[config.mk]
export PLATFORM = sky130hd
export DESIGN_NAME = tile_bank_router
export DESIGN_NICKNAME = d
export VERILOG_FILES = /design/src/rtl/tile_bank_router.sv
export SDC_FILE = /design/constraint.sdc
export NUM_CORES = 1
export LEC_CHECK = 0
export ABC_AREA = 1
export BUFFER_PORTS_ARGS = -buffer_cell sky130_fd_sc_hd__buf_2
export CELL_PAD_IN_SITES_DETAIL_PLACEMENT = 0
export CELL_PAD_IN_SITES_GLOBAL_PLACEMENT = 1
export CORE_UTILIZATION = 40
export CTS_BUF_LIST = sky130_fd_sc_hd__clkbuf_8
export CTS_CLUSTER_DIAMETER = 30
export CTS_CLUSTER_SIZE = 8
export DETAILED_ROUTE_END_ITERATION = 16
export MAX_ROUTING_LAYER = met4
export PLACE_DENSITY_LB_ADDON = 0.3
export SYNTH_ARGS = -nofsm -noshare
export SYNTH_HDL_FRONTEND = slang
export SYNTH_SLANG_ARGS = --single-unit
[constraint.sdc]
create_clock -name clk -period 3.7 [get_ports clk]
set_clock_uncertainty 0.1 [all_clocks]
set_input_delay 0.185 -clock clk [delete_from_list [all_inputs] [get_ports clk]]
set_output_delay 0.185 -clock clk [all_outputs]
set_load 0.05 [all_outputs]
[src/rtl/tile_bank_router.sv]
// Multi-port address router: classifies each port's address against the SRAM
// region, maps it to bank/offset, and arbitrates same-bank conflicts round-robin.
module tile_bank_router #(
    parameter int ADDR_BITS   = 16,
    parameter int NUM_PORTS   = 4,
    parameter int NUM_BANKS   = 8,
    parameter int BANK_DEPTH  = 256,
    parameter int BANK_BITS   = $clog2(NUM_BANKS),
    parameter int OFFSET_BITS = $clog2(BANK_DEPTH)
) (
    input  logic                             clk,
    input  logic                             reset,
    input  logic                             mode,
    input  logic [ADDR_BITS-1:0]             sram_base,
    input  logic [ADDR_BITS-1:0]             sram_limit,
    input  logic [NUM_PORTS-1:0]             in_valid,
    input  logic [NUM_PORTS*ADDR_BITS-1:0]   in_addr,
    output logic [NUM_PORTS-1:0]             in_ready,
    output logic [NUM_PORTS-1:0]             out_valid,
    input  logic [NUM_PORTS-1:0]             out_ready,
    output logic [NUM_PORTS*BANK_BITS-1:0]   out_bank,
    output logic [NUM_PORTS*OFFSET_BITS-1:0] out_offset,
    output logic [NUM_PORTS*2-1:0]           out_kind,
    output logic [15:0]                      conflict_count
);

    localparam int PTR_BITS = (NUM_PORTS > 1) ? $clog2(NUM_PORTS) : 1;
    localparam logic [ADDR_BITS:0] CAPACITY =
        (ADDR_BITS+1)'(NUM_BANKS * BANK_DEPTH);
    localparam logic [1:0] KIND_SRAM  = 2'b00;
    localparam logic [1:0] KIND_EXT   = 2'b01;
    localparam logic [1:0] KIND_FAULT = 2'b10;

    logic [NUM_PORTS-1:0][ADDR_BITS-1:0]   addr_c;
    logic [NUM_PORTS-1:0][ADDR_BITS-1:0]   local_c;
    logic [NUM_PORTS-1:0][1:0]             kind_c;
    logic [NUM_PORTS-1:0][BANK_BITS-1:0]   bank_c;
    logic [NUM_PORTS-1:0][OFFSET_BITS-1:0] off_c;

    logic [NUM_PORTS-1:0] slot_free;
    logic [NUM_PORTS-1:0] cand;
    logic [NUM_PORTS-1:0] lost;

    logic [NUM_PORTS-1:0]                  valid_q;
    logic [NUM_PORTS-1:0][1:0]             kind_q;
    logic [NUM_PORTS-1:0][BANK_BITS-1:0]   bank_q;
    logic [NUM_PORTS-1:0][OFFSET_BITS-1:0] off_q;
    logic [PTR_BITS-1:0]                   rr_q;
    logic [PTR_BITS-1:0]                   rr_d;
    logic [15:0]                           cnt_q;
    logic [15:0]                           cnt_d;

    // Distance from the round-robin pointer; smaller means higher priority.
    function automatic int prio(input int p, input int rr);
        return (p + NUM_PORTS - rr) % NUM_PORTS;
    endfunction

    for (genvar g = 0; g < NUM_PORTS; g++) begin : g_port
        assign addr_c[g]  = in_addr[g*ADDR_BITS +: ADDR_BITS];
        assign local_c[g] = addr_c[g] - sram_base;

        always_comb begin
            kind_c[g] = KIND_SRAM;
            bank_c[g] = '0;
            off_c[g]  = '0;
            if (addr_c[g] < sram_base) begin
                kind_c[g] = KIND_FAULT;
            end else if (addr_c[g] > sram_limit) begin
                kind_c[g] = KIND_EXT;
            end else if ({1'b0, local_c[g]} >= CAPACITY) begin
                kind_c[g] = KIND_FAULT;
            end else if (!mode) begin
                bank_c[g] = local_c[g][BANK_BITS-1:0];
                off_c[g]  = local_c[g][BANK_BITS +: OFFSET_BITS];
            end else begin
                off_c[g]  = local_c[g][OFFSET_BITS-1:0];
                bank_c[g] = local_c[g][OFFSET_BITS +: BANK_BITS];
            end
        end

        assign slot_free[g] = !valid_q[g] || out_ready[g];
        assign cand[g] = in_valid[g] && slot_free[g]
                         && (kind_c[g] == KIND_SRAM);
    end

    always_comb begin
        lost = '0;
        for (int i = 0; i < NUM_PORTS; i++) begin
            for (int j = 0; j < NUM_PORTS; j++) begin
                if (i != j && cand[i] && cand[j]
                    && bank_c[i] == bank_c[j]
                    && prio(j, int'(rr_q)) < prio(i, int'(rr_q))) begin
                    lost[i] = 1'b1;
                end
            end
        end
    end

    assign in_ready = slot_free & ~lost;

    always_comb begin
        rr_d  = rr_q;
        cnt_d = cnt_q;
        if (|lost) begin
            if (rr_q == PTR_BITS'(NUM_PORTS - 1)) begin
                rr_d = '0;
            end else begin
                rr_d = rr_q + 1'b1;
            end
            if (cnt_q != 16'hFFFF) begin
                cnt_d = cnt_q + 16'd1;
            end
        end
    end

    always_ff @(posedge clk) begin
        if (reset) begin
            valid_q <= '0;
            kind_q  <= '0;
            bank_q  <= '0;
            off_q   <= '0;
            rr_q    <= '0;
            cnt_q   <= '0;
        end else begin
            for (int i = 0; i < NUM_PORTS; i++) begin
                if (in_valid[i] && in_ready[i]) begin
                    valid_q[i] <= 1'b1;
                    kind_q[i]  <= kind_c[i];
                    bank_q[i]  <= bank_c[i];
                    off_q[i]   <= off_c[i];
                end else if (out_ready[i]) begin
                    valid_q[i] <= 1'b0;
                end
            end
            rr_q  <= rr_d;
            cnt_q <= cnt_d;
        end
    end

    assign out_valid      = valid_q;
    assign out_kind       = kind_q;
    assign out_bank       = bank_q;
    assign out_offset     = off_q;
    assign conflict_count = cnt_q;

endmodule

== Word level (Yosys, flattened, before mapping) ==
Cells that the tools add are included.

* Register bits after elaboration: 74
* Input port bits: 107
* Output and inout port bits: 76
* Word-level logic and storage cells: 201

* Add/sub/neg operators: 10
* Magnitude comparators: 24
* Eq/ne operators: 14
* Muxes and demuxes: 65
* Bitwise gates (word level): 6
* Reductions and logical operators: 64

{| class="wikitable"
|+ Operator list
! kind !! count
|-
| $mux 8 || 16
|-
| $ge 16x12->1 const B || 4
|-
| $gt 16x16->1 || 4
|-
| $lt 16x16->1 || 4
|-
| $sub 16x16->16 || 4
|-
| $mux 3 || 16
|-
| $logic_and 1x1->1 || 42
|-
| $eq 3x3->1 || 12
|-
| $lt 3x3->1 || 12
|-
| $mux 2 || 13
|-
| $mux 1 || 20
|-
| $add 16x1->16 const B || 1
|-
| $ne 16x16->1 const B || 1
|-
| $sub 3x2->4 const A || 4
|-
| $logic_not 2->1 || 4
|-
| $reduce_bool 2->1 || 4
|-
| $reduce_or 2->1 || 4
|-
| $and 1x1->1 || 4
|-
| $and 4x4->4 || 1
|-
| $logic_not 1->1 || 4
|-
| $logic_or 1x1->1 || 4
|-
| $not 4->4 || 1
|-
| $reduce_or 4->1 || 1
|-
| $add 2x1->2 const B || 1
|-
| other kinds (2) || 2
|}

== Logic depth before layout (Yosys ltp) ==
* Depth in word-level cells: 17
* Gate-level depth with buffers: 29
* Gate-level depth less buffers: 28

== Worst setup path after synthesis ==
Ideal clock, no wire load.

* Path type: in2out
* Start point: in in_addr[48]
* End point: out in_ready[0]
* Data arrival time: 2.856 ns
* Data required time: 3.415 ns
* Slack: 0.559 ns
* Stages: 20
* Buffers on the path: 0
* Cell sequence: inv_1 -> ha_1 -> fa_1 -> inv_1 -> nand3_1 -> nand3_1 -> nand3_1 -> nand3_1 -> nand2_1 -> nand2_1 -> nand2_1 -> nor2_1 -> nand3_4 -> nor2_2 -> nand2_1 -> nand2_1 -> nor2_1 -> nand3_1 -> nand3_2 -> nor2_1

* Longest elaborated chain between the ends: 13
* Elaborated cells between the ends (all ways): 20
* Those cells by class: add/sub (1); order compare (3); eq/ne (1); mux (8); bitwise (2); reduce/logical (5)

{| class="wikitable"
|+ RTL lines
! element !! RTL line !! source
|-
| start, declared || 17 || <nowiki>input logic [NUM_PORTS*ADDR_BITS-1:0] in_addr,</nowiki>
|-
| $sub 16x16->16 || 60 || <nowiki>assign local_c[g] = addr_c[g] - sram_base;</nowiki>
|-
| $ge 16x12->1 || 70 || <nowiki>end else if ({1'b0, local_c[g]} >= CAPACITY) begin</nowiki>
|-
| $mux 2 || 70 ||
|-
| $mux 2 || 68 || <nowiki>end else if (addr_c[g] > sram_limit) begin</nowiki>
|-
| $mux 2 || 66 || <nowiki>if (addr_c[g] < sram_base) begin</nowiki>
|-
| $logic_not 2->1 || 83 || <nowiki>&& (kind_c[g] == KIND_SRAM);</nowiki>
|-
| $logic_and 1x1->1 || 83 ||
|-
| $logic_and 1x1->1 || 90 || <nowiki>if (i != j && cand[i] && cand[j]</nowiki>
|-
| $logic_and 1x1->1 (*) || 91 || <nowiki>&& bank_c[i] == bank_c[j]</nowiki>
|-
| $logic_and 1x1->1 (*) || 92 || <nowiki>&& prio(j, int'(rr_q)) < prio(i, int'(rr_q))) begin</nowiki>
|-
| $mux 1 (*) || 90 ||
|-
| $not 4->4 (*) || 99 || <nowiki>assign in_ready = slot_free & ~lost;</nowiki>
|-
| $and 4x4->4 (*) || 99 ||
|-
| end, declared || 18 || <nowiki>output logic [NUM_PORTS-1:0] in_ready,</nowiki>
|}

Mark *: on every way between the ends. The rest lies on a longest branch, timed or not.

== Worst setup path in the final report ==
* Start point: in sram_base[12]
* End point: out in_ready[0]

* Longest elaborated chain between the ends: 15
* Elaborated cells between the ends (all ways): 61
* Those cells by class: add/sub (4); order compare (8); eq/ne (3); mux (27); bitwise (2); reduce/logical (17)

{| class="wikitable"
|+ RTL lines
! element !! RTL line !! source
|-
| start, declared || 14 || <nowiki>input logic [ADDR_BITS-1:0] sram_base,</nowiki>
|-
| $sub 16x16->16 || 60 ||
|-
| $ge 16x12->1 || 70 ||
|-
| $mux 2 || 70 ||
|-
| $mux 2 || 68 ||
|-
| $mux 2 || 66 ||
|-
| $logic_not 2->1 || 83 ||
|-
| $logic_and 1x1->1 || 83 ||
|-
| $logic_and 1x1->1 || 90 ||
|-
| $logic_and 1x1->1 || 91 ||
|-
| $logic_and 1x1->1 || 92 ||
|-
| $mux 1 (2 in a row) || 90 ||
|-
| $mux 1 (*) || 90 ||
|-
| $not 4->4 (*) || 99 ||
|-
| $and 4x4->4 (*) || 99 ||
|}

Marked as above.

==> run summary <==
Mapped Nets: 1953
Cells after DPL: 2289
Crit path from: sram_base[12]
CTS Root Cell: clkbuf_8
Slew HR: 0.3161
Initial Util: 0.4078
Yosys Warn Count: 0
RSZ-0062 raised after global routing: no
Slowest CP cell: ha_1
Mapped Area: 9917 µm²
N_diodes: 0
GR Util All Layers: 0.2919
Startpoint types: input pin
Vias: 11710
Sequential fraction of the synthesis area: 0.1494
Chip height: 159.5 µm
Gr busiest metal: met2
Outcome: complete, no violations
Crit-path max FO: 5
CORE AREA: 24320 µm²
Syn-to-layout area delta: 24.41%
Clock-pin slew on the worst setup and hold paths: 0.07 ns
MaxCap Viol Count: 0
VDD IR-drop max: 163.3 µV
Top Ports: 183
Drt initial violations: 697
Endpoints failing setup: 0
CP Capture Type: output pin
FP Rows: 57
Largest net degree at the start of global routing: 45
Hpwl dp: 31080 µm
Layout cells sized above 1: 0.1977
M1 GR Usage: 0.3645
H-tree levels: 3
Num CTS Buffers: 9
Die width: 159.5 µm
CTS Sinks: 74
Met3 GRT Util: 0.03881
Final min period: 3.530 ns
First-pass GRT wire length: 57010 µm
Met2 usage: 0.4892
CP required: 3.41 ns
Initial antenna violation count: 0
Synth unique cells: 43
Most common flop cell mapped by yosys: dfxtp_1
Post-Synthesis Cells: 1705
Fin. Hold Viols: 0
Nets: 2232
Worst Hold Class: input pin to flip-flop
Fill count: 2610
Worst slew pin tran: 1.025 ns
Wire per inst: 15.55 µm
IO Port Bufs: 182
Drc violations: 0
Gr ovfl total: 0
Post-Layout Cell Count: 2312
Number of routed nets with antenna violations: 0
Final slew viol count: 0
P_leak: 0.006969 µW
Most frequent cell on the critical path: nand2_1
Vias in the first global route: 11040
Routed wire length: 35960 µm
Crit path kind: input pin to output pin
Fmax: 0.2833 GHz
Clock Tree Buf Depth: 2
First-pass detailed-route iteration total: 6
Vias per cell: 5.065
Post-synth EDFFs: 0
Syn_area_per_cell: 5.816 µm²
CP peak stage delay: 0.28 ns
WP data arrival: 3.24 ns
Layout Utilization: 0.5073
Startpoint of the worst register-to-register path: conflict_count[0]$_SDFFE_PP0P_
Post-synthesis sequential element count: 74
CTS tree: built
HP Start: out_ready[3]
Crit-path cells: buf_2 > inv_1 > buf_4 > ha_1 > a21oi_1 > o21ai_0 > nor2_1 > nand2_1 > nand2_1 > inv_1 > nor2_4 > nand3_4 > nor2_4 > nand2_1 > nand2_1 > nor2_1 > nand3_1 > nand3_2 > buf_4 > buf_4 > nor2_2 > buf_6
Die area: 25430 µm²
Final period util: 0.9540
Worst skew pair latency: 0.35 ns
Fraction of registers with async set/reset: 0
Power density cells: 242.5 nW/µm²
RePlAce Congestion: 0.9777
[cells in the final DEF (no fill, tap or decap), drive strengths merged, types with 8 or more instances in the layout]
master  synthesis  final
a21oi         121    121
clkbuf         12     11
nand2         565    565
inv           287    286
xnor2          19     19
a211oi         13     13
dfxtp          74     74
buf            13    291
nand3         139    139
o21ai          43     43
ha            137    137
nand3b          8      8
nor2          173    173
nand4          41     41
nor3           21     21
[worst max-delay path, delay by kind of cell]
kind	cells	cell delay [ns]
simple gates	12	1.34
buf+inv	7	0.96
compound gates	2	0.45
fa+ha+maj	1	0.28
[stage by stage]
stage | cell area, µm² | power, µW | setup slack (ns) | hold slack [ns] | TNS (ns)
after floorplan | 9917 | 1870 | 0.5595 | 0.2805 | 0
after global placement | 11930 | 2386 | -0.05662 | 0.3539 | -0.2656
after detailed placement | 11930 | 2398 | -0.04788 | 0.3560 | -0.2676
after CTS | 12110 | 2965 | 0.01005 | 0.005530 | 0
after global routing | 12340 | 3225 | 0.005688 | 0.02415 | 0
final | 12340 | 2992 | 0.1704 | 0.02703 | 0
[cell usage after synthesis, types with 19 or more instances]
master | n | area share
a21oi_1 | 118 | 0.060
dfxtp_1 | 74 | 0.15
ha_1 | 137 | 0.17
inv_1 | 275 | 0.10
nand2_1 | 558 | 0.21
nand3_1 | 132 | 0.067
nand4_1 | 41 | 0.026
nor2_1 | 156 | 0.059
nor3_1 | 19 | 0.0096
o21ai_0 | 41 | 0.021
xnor2_1 | 19 | 0.017
[timing repair]
item,in CTS,in global routing
setup endpoints to repair,0,25
gates resized for setup,0,49
buffers inserted,0,7
hold buffers,1,0
hold endpoints to repair,1,0
[registers in the layout, summed over array words and instances, names as in the netlist]
signal	count
rr_q	2
conflict_count	16
out_valid	4
out_kind	8
out_bank	12
out_offset	32
[logic make-up (layout without fill, tap and decap cells)]
| kind of cell | count (synthesis) | count (layout) | share of synthesized area |
|---|---|---|---|
| fa+ha+maj | 141 | 141 | 0.1809 |
| xor+xnor | 24 | 24 | 0.02120 |
| simple gates | 953 | 953 | 0.4123 |
| flops | 74 | 74 | 0.1494 |
| buf+inv | 314 | 597 | 0.1221 |
| compound gates | 199 | 199 | 0.1141 |
[cell type report]
class	instances	area [µm²]	area share
Clock buffer	10	137.6	0.01116
Clock inverter	5	32.53	0.002637
Inverter	289	1092	0.08853
Multi-Input combinational cell	1317	7383	0.5984
Sequential cell	74	1481	0.1201
Tap cell	324	405.4	0.03286
Timing Repair Buffer	293	1805	0.1463
[report_power, final]
part / internal, µW / switching (µW)
clock network: 256 / 305
registers: 826 / 16.7
logic: 555 / 1030
total: 1640 / 1360
[per-layer routing]
layer / share of wire / routed length (µm)
met1: 0.45 / 16170
met2: 0.47 / 16860
met3: 0.055 / 1994
met4: 0.026 / 939
met5: 0 / 0
[path summary, 6_finish.rpt]
path / to / slack (ns) / cells after the start
worst min register to register: out_offset[16]$_SDFFE_PP0P_ / 0.36 / 2
worst max register to register: conflict_count[6]$_SDFFE_PP0P_ / 1.08 / 10
worst min-delay path: out_valid[3]$_SDFFE_PP0P_ / 0.03 / 4
worst max-delay path: in_ready[0] / 0.17 / 22
Note: power is estimated with default switching activity, not from simulation.
